File: src/rtl/hist_sweep_ctrl.sv
// rtl/hist_sweep_ctrl.sv - frame sequencer for the histogram engine: accumulate window,
// scan sweep for cumulative stretch indices, clear sweep, and idle-time host bin reads.
module hist_sweep_ctrl #(
  parameter int DW = 8,
  parameter int TW = 32,
  parameter int IW = 640,
  parameter int IH = 512
) (
  input  logic          clk,
  input  logic          rst,
  input  logic          vsync,
  input  logic          din_valid,
  input  logic [TW-1:0] lowCnt,
  input  logic [TW-1:0] highCnt,
  output logic          acc_en,
  output logic [DW-1:0] bin_addr,
  output logic          bin_wr,
  input  logic [TW-1:0] bin_q,
  input  logic          host_req,
  input  logic [DW-1:0] host_addr,
  output logic          host_gnt,
  output logic [TW-1:0] host_q,
  output logic          host_qv,
  output logic [DW-1:0] lowIndex,
  output logic [DW-1:0] highIndex,
  output logic          busy,
  output logic          overrun,
  output logic          int_flag
);

  localparam int NB = 1 << DW;
  localparam int LW = $clog2(IH + 1);
  localparam int SW = DW + 1;
  localparam logic [TW:0] TOTAL = (TW+1)'(IW * IH);

  typedef enum logic [2:0] {S_IDLE, S_ACCUM, S_SCAN, S_CLEAR, S_DONE} state_e;

  state_e        state_q, state_d;
  logic          vsync_q, din_valid_q, qv_q, host_qv_q, int_q;
  logic [LW-1:0] line_q, line_d, line_inc;
  logic [SW-1:0] swp_q, swp_d;
  logic [DW-1:0] raddr_q;
  logic [TW-1:0] cum_q, cum_d, cum_new;
  logic [TW:0]   sum, thr_hi;
  logic          low_found_q, low_found_d, high_found_q, high_found_d;
  logic [DW-1:0] low_tmp_q, low_tmp_d, high_tmp_q, high_tmp_d, nz_tmp_q, nz_tmp_d;
  logic [DW-1:0] low_idx_q, low_idx_d, high_idx_q, high_idx_d;
  logic          vs_rise, din_fall;

  assign vs_rise  = vsync & ~vsync_q;
  assign din_fall = din_valid_q & ~din_valid;
  assign line_inc = line_q + LW'(1);

  always_ff @(posedge clk) begin
    if (rst) state_q <= S_IDLE;
    else     state_q <= state_d;
  end

  always_comb begin
    state_d = state_q;
    case (state_q)
      S_IDLE:  if (vs_rise) state_d = S_ACCUM;
      S_ACCUM: if (din_fall && line_inc == LW'(IH)) state_d = S_SCAN;
      S_SCAN:  if (swp_q == SW'(NB)) state_d = S_CLEAR;
      S_CLEAR: if (swp_q == SW'(NB - 1)) state_d = S_DONE;
      S_DONE:  state_d = S_IDLE;
      default: state_d = S_IDLE;
    endcase
  end

  always_comb begin
    acc_en   = (state_q == S_ACCUM);
    bin_wr   = (state_q == S_CLEAR);
    busy     = (state_q != S_IDLE);
    host_gnt = (state_q == S_IDLE) && !vs_rise && host_req;
    overrun  = vs_rise && (state_q != S_IDLE);
    bin_addr = '0;
    if (host_gnt) bin_addr = host_addr;
    else if (state_q == S_SCAN || state_q == S_CLEAR) bin_addr = swp_q[DW-1:0];
    host_qv   = host_qv_q;
    host_q    = host_qv_q ? bin_q : '0;
    int_flag  = int_q;
    lowIndex  = low_idx_q;
    highIndex = high_idx_q;
  end

  // Saturating running sum; the high-tail threshold floors at zero if highCnt exceeds the frame.
  assign sum     = {1'b0, cum_q} + {1'b0, bin_q};
  assign cum_new = sum[TW] ? '1 : sum[TW-1:0];
  assign thr_hi  = (TOTAL > {1'b0, highCnt}) ? TOTAL - {1'b0, highCnt} : '0;

  always_comb begin
    line_d       = line_q;
    swp_d        = '0;
    cum_d        = cum_q;
    low_found_d  = low_found_q;
    high_found_d = high_found_q;
    low_tmp_d    = low_tmp_q;
    high_tmp_d   = high_tmp_q;
    nz_tmp_d     = nz_tmp_q;
    low_idx_d    = low_idx_q;
    high_idx_d   = high_idx_q;
    case (state_q)
      S_IDLE:  if (vs_rise) line_d = '0;
      S_ACCUM: begin
        if (din_fall) line_d = line_inc;
        cum_d        = '0;
        low_found_d  = 1'b0;
        high_found_d = 1'b0;
        nz_tmp_d     = '0;
      end
      S_SCAN: begin
        swp_d = (swp_q == SW'(NB)) ? '0 : swp_q + SW'(1);
        if (qv_q) begin
          cum_d = cum_new;
          if (!low_found_q && cum_new >= lowCnt) begin
            low_found_d = 1'b1;
            low_tmp_d   = raddr_q;
          end
          if (!high_found_q && {1'b0, cum_new} >= thr_hi) begin
            high_found_d = 1'b1;
            high_tmp_d   = raddr_q;
          end
          if (bin_q != '0) nz_tmp_d = raddr_q;
        end
      end
      S_CLEAR: swp_d = swp_q + SW'(1);
      S_DONE: begin
        low_idx_d  = low_found_q ? low_tmp_q : '0;
        high_idx_d = high_found_q ? high_tmp_q : nz_tmp_q;
      end
      default: ;
    endcase
  end

  always_ff @(posedge clk) begin
    if (rst) begin
      vsync_q      <= 1'b0;
      din_valid_q  <= 1'b0;
      qv_q         <= 1'b0;
      host_qv_q    <= 1'b0;
      int_q        <= 1'b0;
      raddr_q      <= '0;
      line_q       <= '0;
      swp_q        <= '0;
      cum_q        <= '0;
      low_found_q  <= 1'b0;
      high_found_q <= 1'b0;
      low_tmp_q    <= '0;
      high_tmp_q   <= '0;
      nz_tmp_q     <= '0;
      low_idx_q    <= '0;
      high_idx_q   <= '0;
    end else begin
      vsync_q      <= vsync;
      din_valid_q  <= din_valid;
      qv_q         <= (state_q == S_SCAN) && !swp_q[DW];
      host_qv_q    <= host_gnt;
      int_q        <= (state_q == S_DONE);
      raddr_q      <= swp_q[DW-1:0];
      line_q       <= line_d;
      swp_q        <= swp_d;
      cum_q        <= cum_d;
      low_found_q  <= low_found_d;
      high_found_q <= high_found_d;
      low_tmp_q    <= low_tmp_d;
      high_tmp_q   <= high_tmp_d;
      nz_tmp_q     <= nz_tmp_d;
      low_idx_q    <= low_idx_d;
      high_idx_q   <= high_idx_d;
    end
  end

endmodule

File: config.mk
export PLATFORM = sky130hd
export DESIGN_NAME = hist_sweep_ctrl
export DESIGN_NICKNAME = d
export VERILOG_FILES = /design/src/rtl/hist_sweep_ctrl.sv
export SDC_FILE = /design/constraint.sdc
export NUM_CORES = 1
export LEC_CHECK = 0
export ABC_AREA = 1
export CORE_ASPECT_RATIO = 0.9
export CORE_MARGIN = 2
export CORE_UTILIZATION = 60
export CTS_CLUSTER_SIZE = 12
export DETAILED_ROUTE_END_ITERATION = 8
export DONT_BUFFER_PORTS = 1
export PLACE_DENSITY = 0.84
export SYNTH_ARGS = -nofsm -noshare
export SYNTH_HDL_FRONTEND = slang
export SYNTH_SLANG_ARGS = --single-unit
File: constraint.sdc
create_clock -name clk -period 5 [get_ports clk]
set_input_delay 1 -clock clk [delete_from_list [all_inputs] [get_ports clk]]
set_output_delay 1 -clock clk [all_outputs]
set_load 0.05 [all_outputs]
==> impl_metrics.py <==
metrics = {
    "placed_design": {
        "place.gp.congestion": 0.9539,
        "placed_cells": 1573,
        "io_buffers": 0,
        "dpl.hpwl_um": 18920,
    },
    "route": {
        "vias_per_cell": 5.636,
        "via_count": 8955,
        "drt_iter0_markers": 934,
        "final_antenna_net_count": 0,
        "wl_um": 23670,
        "drc": 0,
        "routedWlPerCell_um": 14.90,
        "drt_pre_antenna_iters": 5,
    },
    "status": {
        "status": "finished, final reports clean",
    },
    "synthesis": {
        "avgSynthCellArea_um2": 6.419,
        "synth_seq_cells": 109,
        "yosys_warnings": 0,
        "yosys.cell_types.count": 54,
        "synth_cells": 1393,
        "seq_area_frac_synth": 0.2440,
        "synth_area_mm2": 0.008942,
    },
    "power": {
        "power_density_mw_per_mm2": 278.6,
        "peakVddDrop_mv": 0.4563,
        "p_leak_nw": 4.460,
    },
    "worst_setup_path": {
        "path_max_fanout": 25,
        "endpoint_kind": "flop",
        "start_kind": "input pin",
        "cp.arrival_ps": 4900,
        "crit_type": "input pin to flop",
        "cp.required_ps": 5250,
    },
    "final_layout": {
        "drive_gt1_frac": 0.03954,
        "fillCellCount": 1348,
        "syn2layout_area_growth_pct": 5.485,
        "antenna_cells": 0,
        "final_cells": 1589,
        "nNetsFinal": 1598,
    },
    "global_routing": {
        "grt_max_degree": 74,
        "grt_pass1_wl_um": 38830,
        "gr-total-overflow": 0,
        "grt_pass1_vias": 8145,
        "antenna_found_initial": 0,
        "grtUsageTotal": 0.2996,
    },
    "sta": {
        "min_period_ps": 4644,
        "setup_viol": 0,
        "slew_headroom": 0.2662,
        "finalHoldViolCount": 0,
        "fmax_mhz": 215.3,
        "setup_tns_ps": 0,
        "rsz0062_at_grt": "false",
        "report.final.slew_viol_count": 0,
        "tightest_slew_ps": 1100,
        "clock_skew_ps": 11.06,
        "fin_crit_sh": 0.9288,
    },
    "cts": {
        "hold_buffers": 0,
        "cts_root_buffer": "clkbuf_16",
        "htreeDepth": 3,
        "numCtsBuffers": 9,
        "cts.sinks": 109,
        "clock_latency_ps": 360,
        "cts_tree": "yes",
        "cts_buffer_depth": 2,
        "clk_pin_slew_worst_paths_ps": 80,
    },
    "die": {
        "start_util": 0.6099,
        "core_mm2": 0.01466,
        "pin_count": 172,
        "num_rows": 42,
        "dieArea_mm2": 0.01590,
        "die_h_um": 119.8,
        "die_w_um": 132.7,
    },
    "hold_path": {
        "hold_class": "flop to flop",
    },
    "job": {
        "max_cap_violations": 0,
    },
}
-- area by class of cell --
cell class,instances,area (um^2),area share
flip-flops and latches,109,2182,0.2313
clock inverters,7,73.82,0.007826
multi-input cells,1031,5788,0.6136
well taps,198,247.7,0.02626
clock buffers,9,225.2,0.02388
inverters,226,848.3,0.08993
repair buffers,9,67.56,0.007163
-- power by group --
| part | switching (W) | total [W] | internal (W) |
|---|---|---|---|
| sequential | 0.0000447 | 0.000966 | 0.000921 |
| clock | 0.000379 | 0.000737 | 0.000358 |
| combinational | 0.000688 | 0.000925 | 0.000236 |
| total | 0.00111 | 0.00263 | 0.00152 |
-- cell usage in the layout (no fill, tap or decap), drive strengths merged, types with 2 or more instances in the layout --
cell type and instances:
o21ai 73, a211oi 7, nor3b 4, nor3 29
nand3b 3, a21boi 4, o21a 3, nand4 23
a31oi 3, clkbuf 9, a21oi 148, o221ai 2
xor2 29, xnor2 14, inv 228, nor4 18
nor2 159, o2111ai 2, nand2 326, ha 102
or2 2, dfxtp 109, conb 7, a22oi 2
and2 2, a21o 2, nand3 50, a2bb2oi 3
clkinv 5, buf 9, o21bai 9
-- what timing repair did --
action / CTS / global route
buffers inserted: 0 / 0
endpoints found under the setup margin: 0 / 2
gates resized for setup: 0 / 1
-- worst paths after layout --
kind	start	endpoint	slack, ps	depth (start not counted)
worst max-delay path	bin_q[11]	low_tmp_q[3]	360	21
worst max register to register	cum_q[11]	low_tmp_q[3]	670	21
worst min register to register	swp_q[0]	swp_q[0]	450	1
worst min-delay path	swp_q[0]	swp_q[0]	450	1
-- Yosys cell counts, drive strengths merged --
master,n,share of area
nand2,326,0.14
o31ai,1,0.00084
inv,222,0.093
a22oi,2,0.0017
or2,2,0.0014
a21oi,148,0.084
a211oi,7,0.0064
nor3,29,0.017
conb,1,0.00042
clkinv,4,0.0017
a41oi,1,0.00098
a31oi,3,0.0021
a21o,2,0.0017
nor2,159,0.070
nor4,18,0.014
nand4,23,0.017
o2111ai,2,0.0020
o221ai,2,0.0020
or3,1,0.00070
dfxtp,109,0.24
nand3b,3,0.0025
fa,1,0.0022
o21a,3,0.0025
clkbuf,20,0.0084
a2bb2oi,3,0.0029
a21boi,4,0.0034
o211ai,1,0.00084
o21bai,9,0.0080
nor3b,4,0.0039
xnor2,14,0.014
xor2,29,0.028
nand3,50,0.029
buf,13,0.0085
ha,102,0.14
o21ai,73,0.044
and2,2,0.0014
-- registers in the layout, indices dropped and copies added, names as in the netlist --
| register | count |
|---|---|
| cum_q | 32 |
| lowIndex | 8 |
| raddr_q | 8 |
| low_tmp_q | 8 |
| line_q | 10 |
| high_found_q | 1 |
| high_tmp_q | 8 |
| nz_tmp_q | 8 |
| swp_q | 9 |
| din_valid_q | 1 |
| host_qv | 1 |
| low_found_q | 1 |
| vsync_q | 1 |
| int_flag | 1 |
| qv_q | 1 |
| highIndex | 8 |
| state_q | 3 |
-- metrics by stage --
step / instance area [um^2] / hold slack [ps] / util / total power, W / setup slack, ps
after floorplan: 8965 / 401.3 / - / 0.001716 / 757.8
after detailed placement: 9134 / 426.6 / 0.6230 / 0.001895 / 12.38
after CTS: 9433 / 440.1 / 0.6434 / 0.002625 / 369.3
after global placement: 9134 / 425.2 / 0.6230 / 0.001874 / 121.0
final: 9433 / 449.9 / 0.6434 / 0.002628 / 355.8
after global routing: 9433 / 447.5 / 0.6434 / 0.002775 / 65.14
-- cells by family (layout without fill, tap and decap cells) --
group	Yosys count	count (layout)	share of synthesized area
buf+inv	259	251	0.1118
other cells	1	7	0.0004194
fa+ha+maj	103	103	0.1450
flops	109	109	0.2440
xor+xnor	43	43	0.04212
simple gates	617	617	0.2936
compound gates	261	261	0.1631
-- metal layers --
| metal | wire length (um) | vias up | share of wire | GRT usage |
|---|---|---|---|---|
| li1 | - | 4512 | - | - |
| met1 | 11110 | 4012 | 0.47 | 0.4285 |
| met2 | 9924 | 393 | 0.42 | 0.4553 |
| met3 | 2055 | 38 | 0.087 | 0.05239 |
| met4 | 582 | 0 | 0.025 | 0.1015 |
| met5 | 0 | - | 0 | 0 |
-- critical path: stages --
cell,delay [ps]
ha_1,330
a21oi_1,240
a21boi_0,370
o21ai_2,130
nand4_1,120
nand2_1,90
a21oi_2,150
buf_4,310
nand3_1,230
ha_1,380
nand4_1,100
inv_1,80
nand2_1,90
nor4_1,310
nand4_1,190
nand3_1,180
nand2_1,60
inv_1,60
nand2_1,160
o21ai_0,260
nor2_1,60
(Power assumes the default switching activity.)
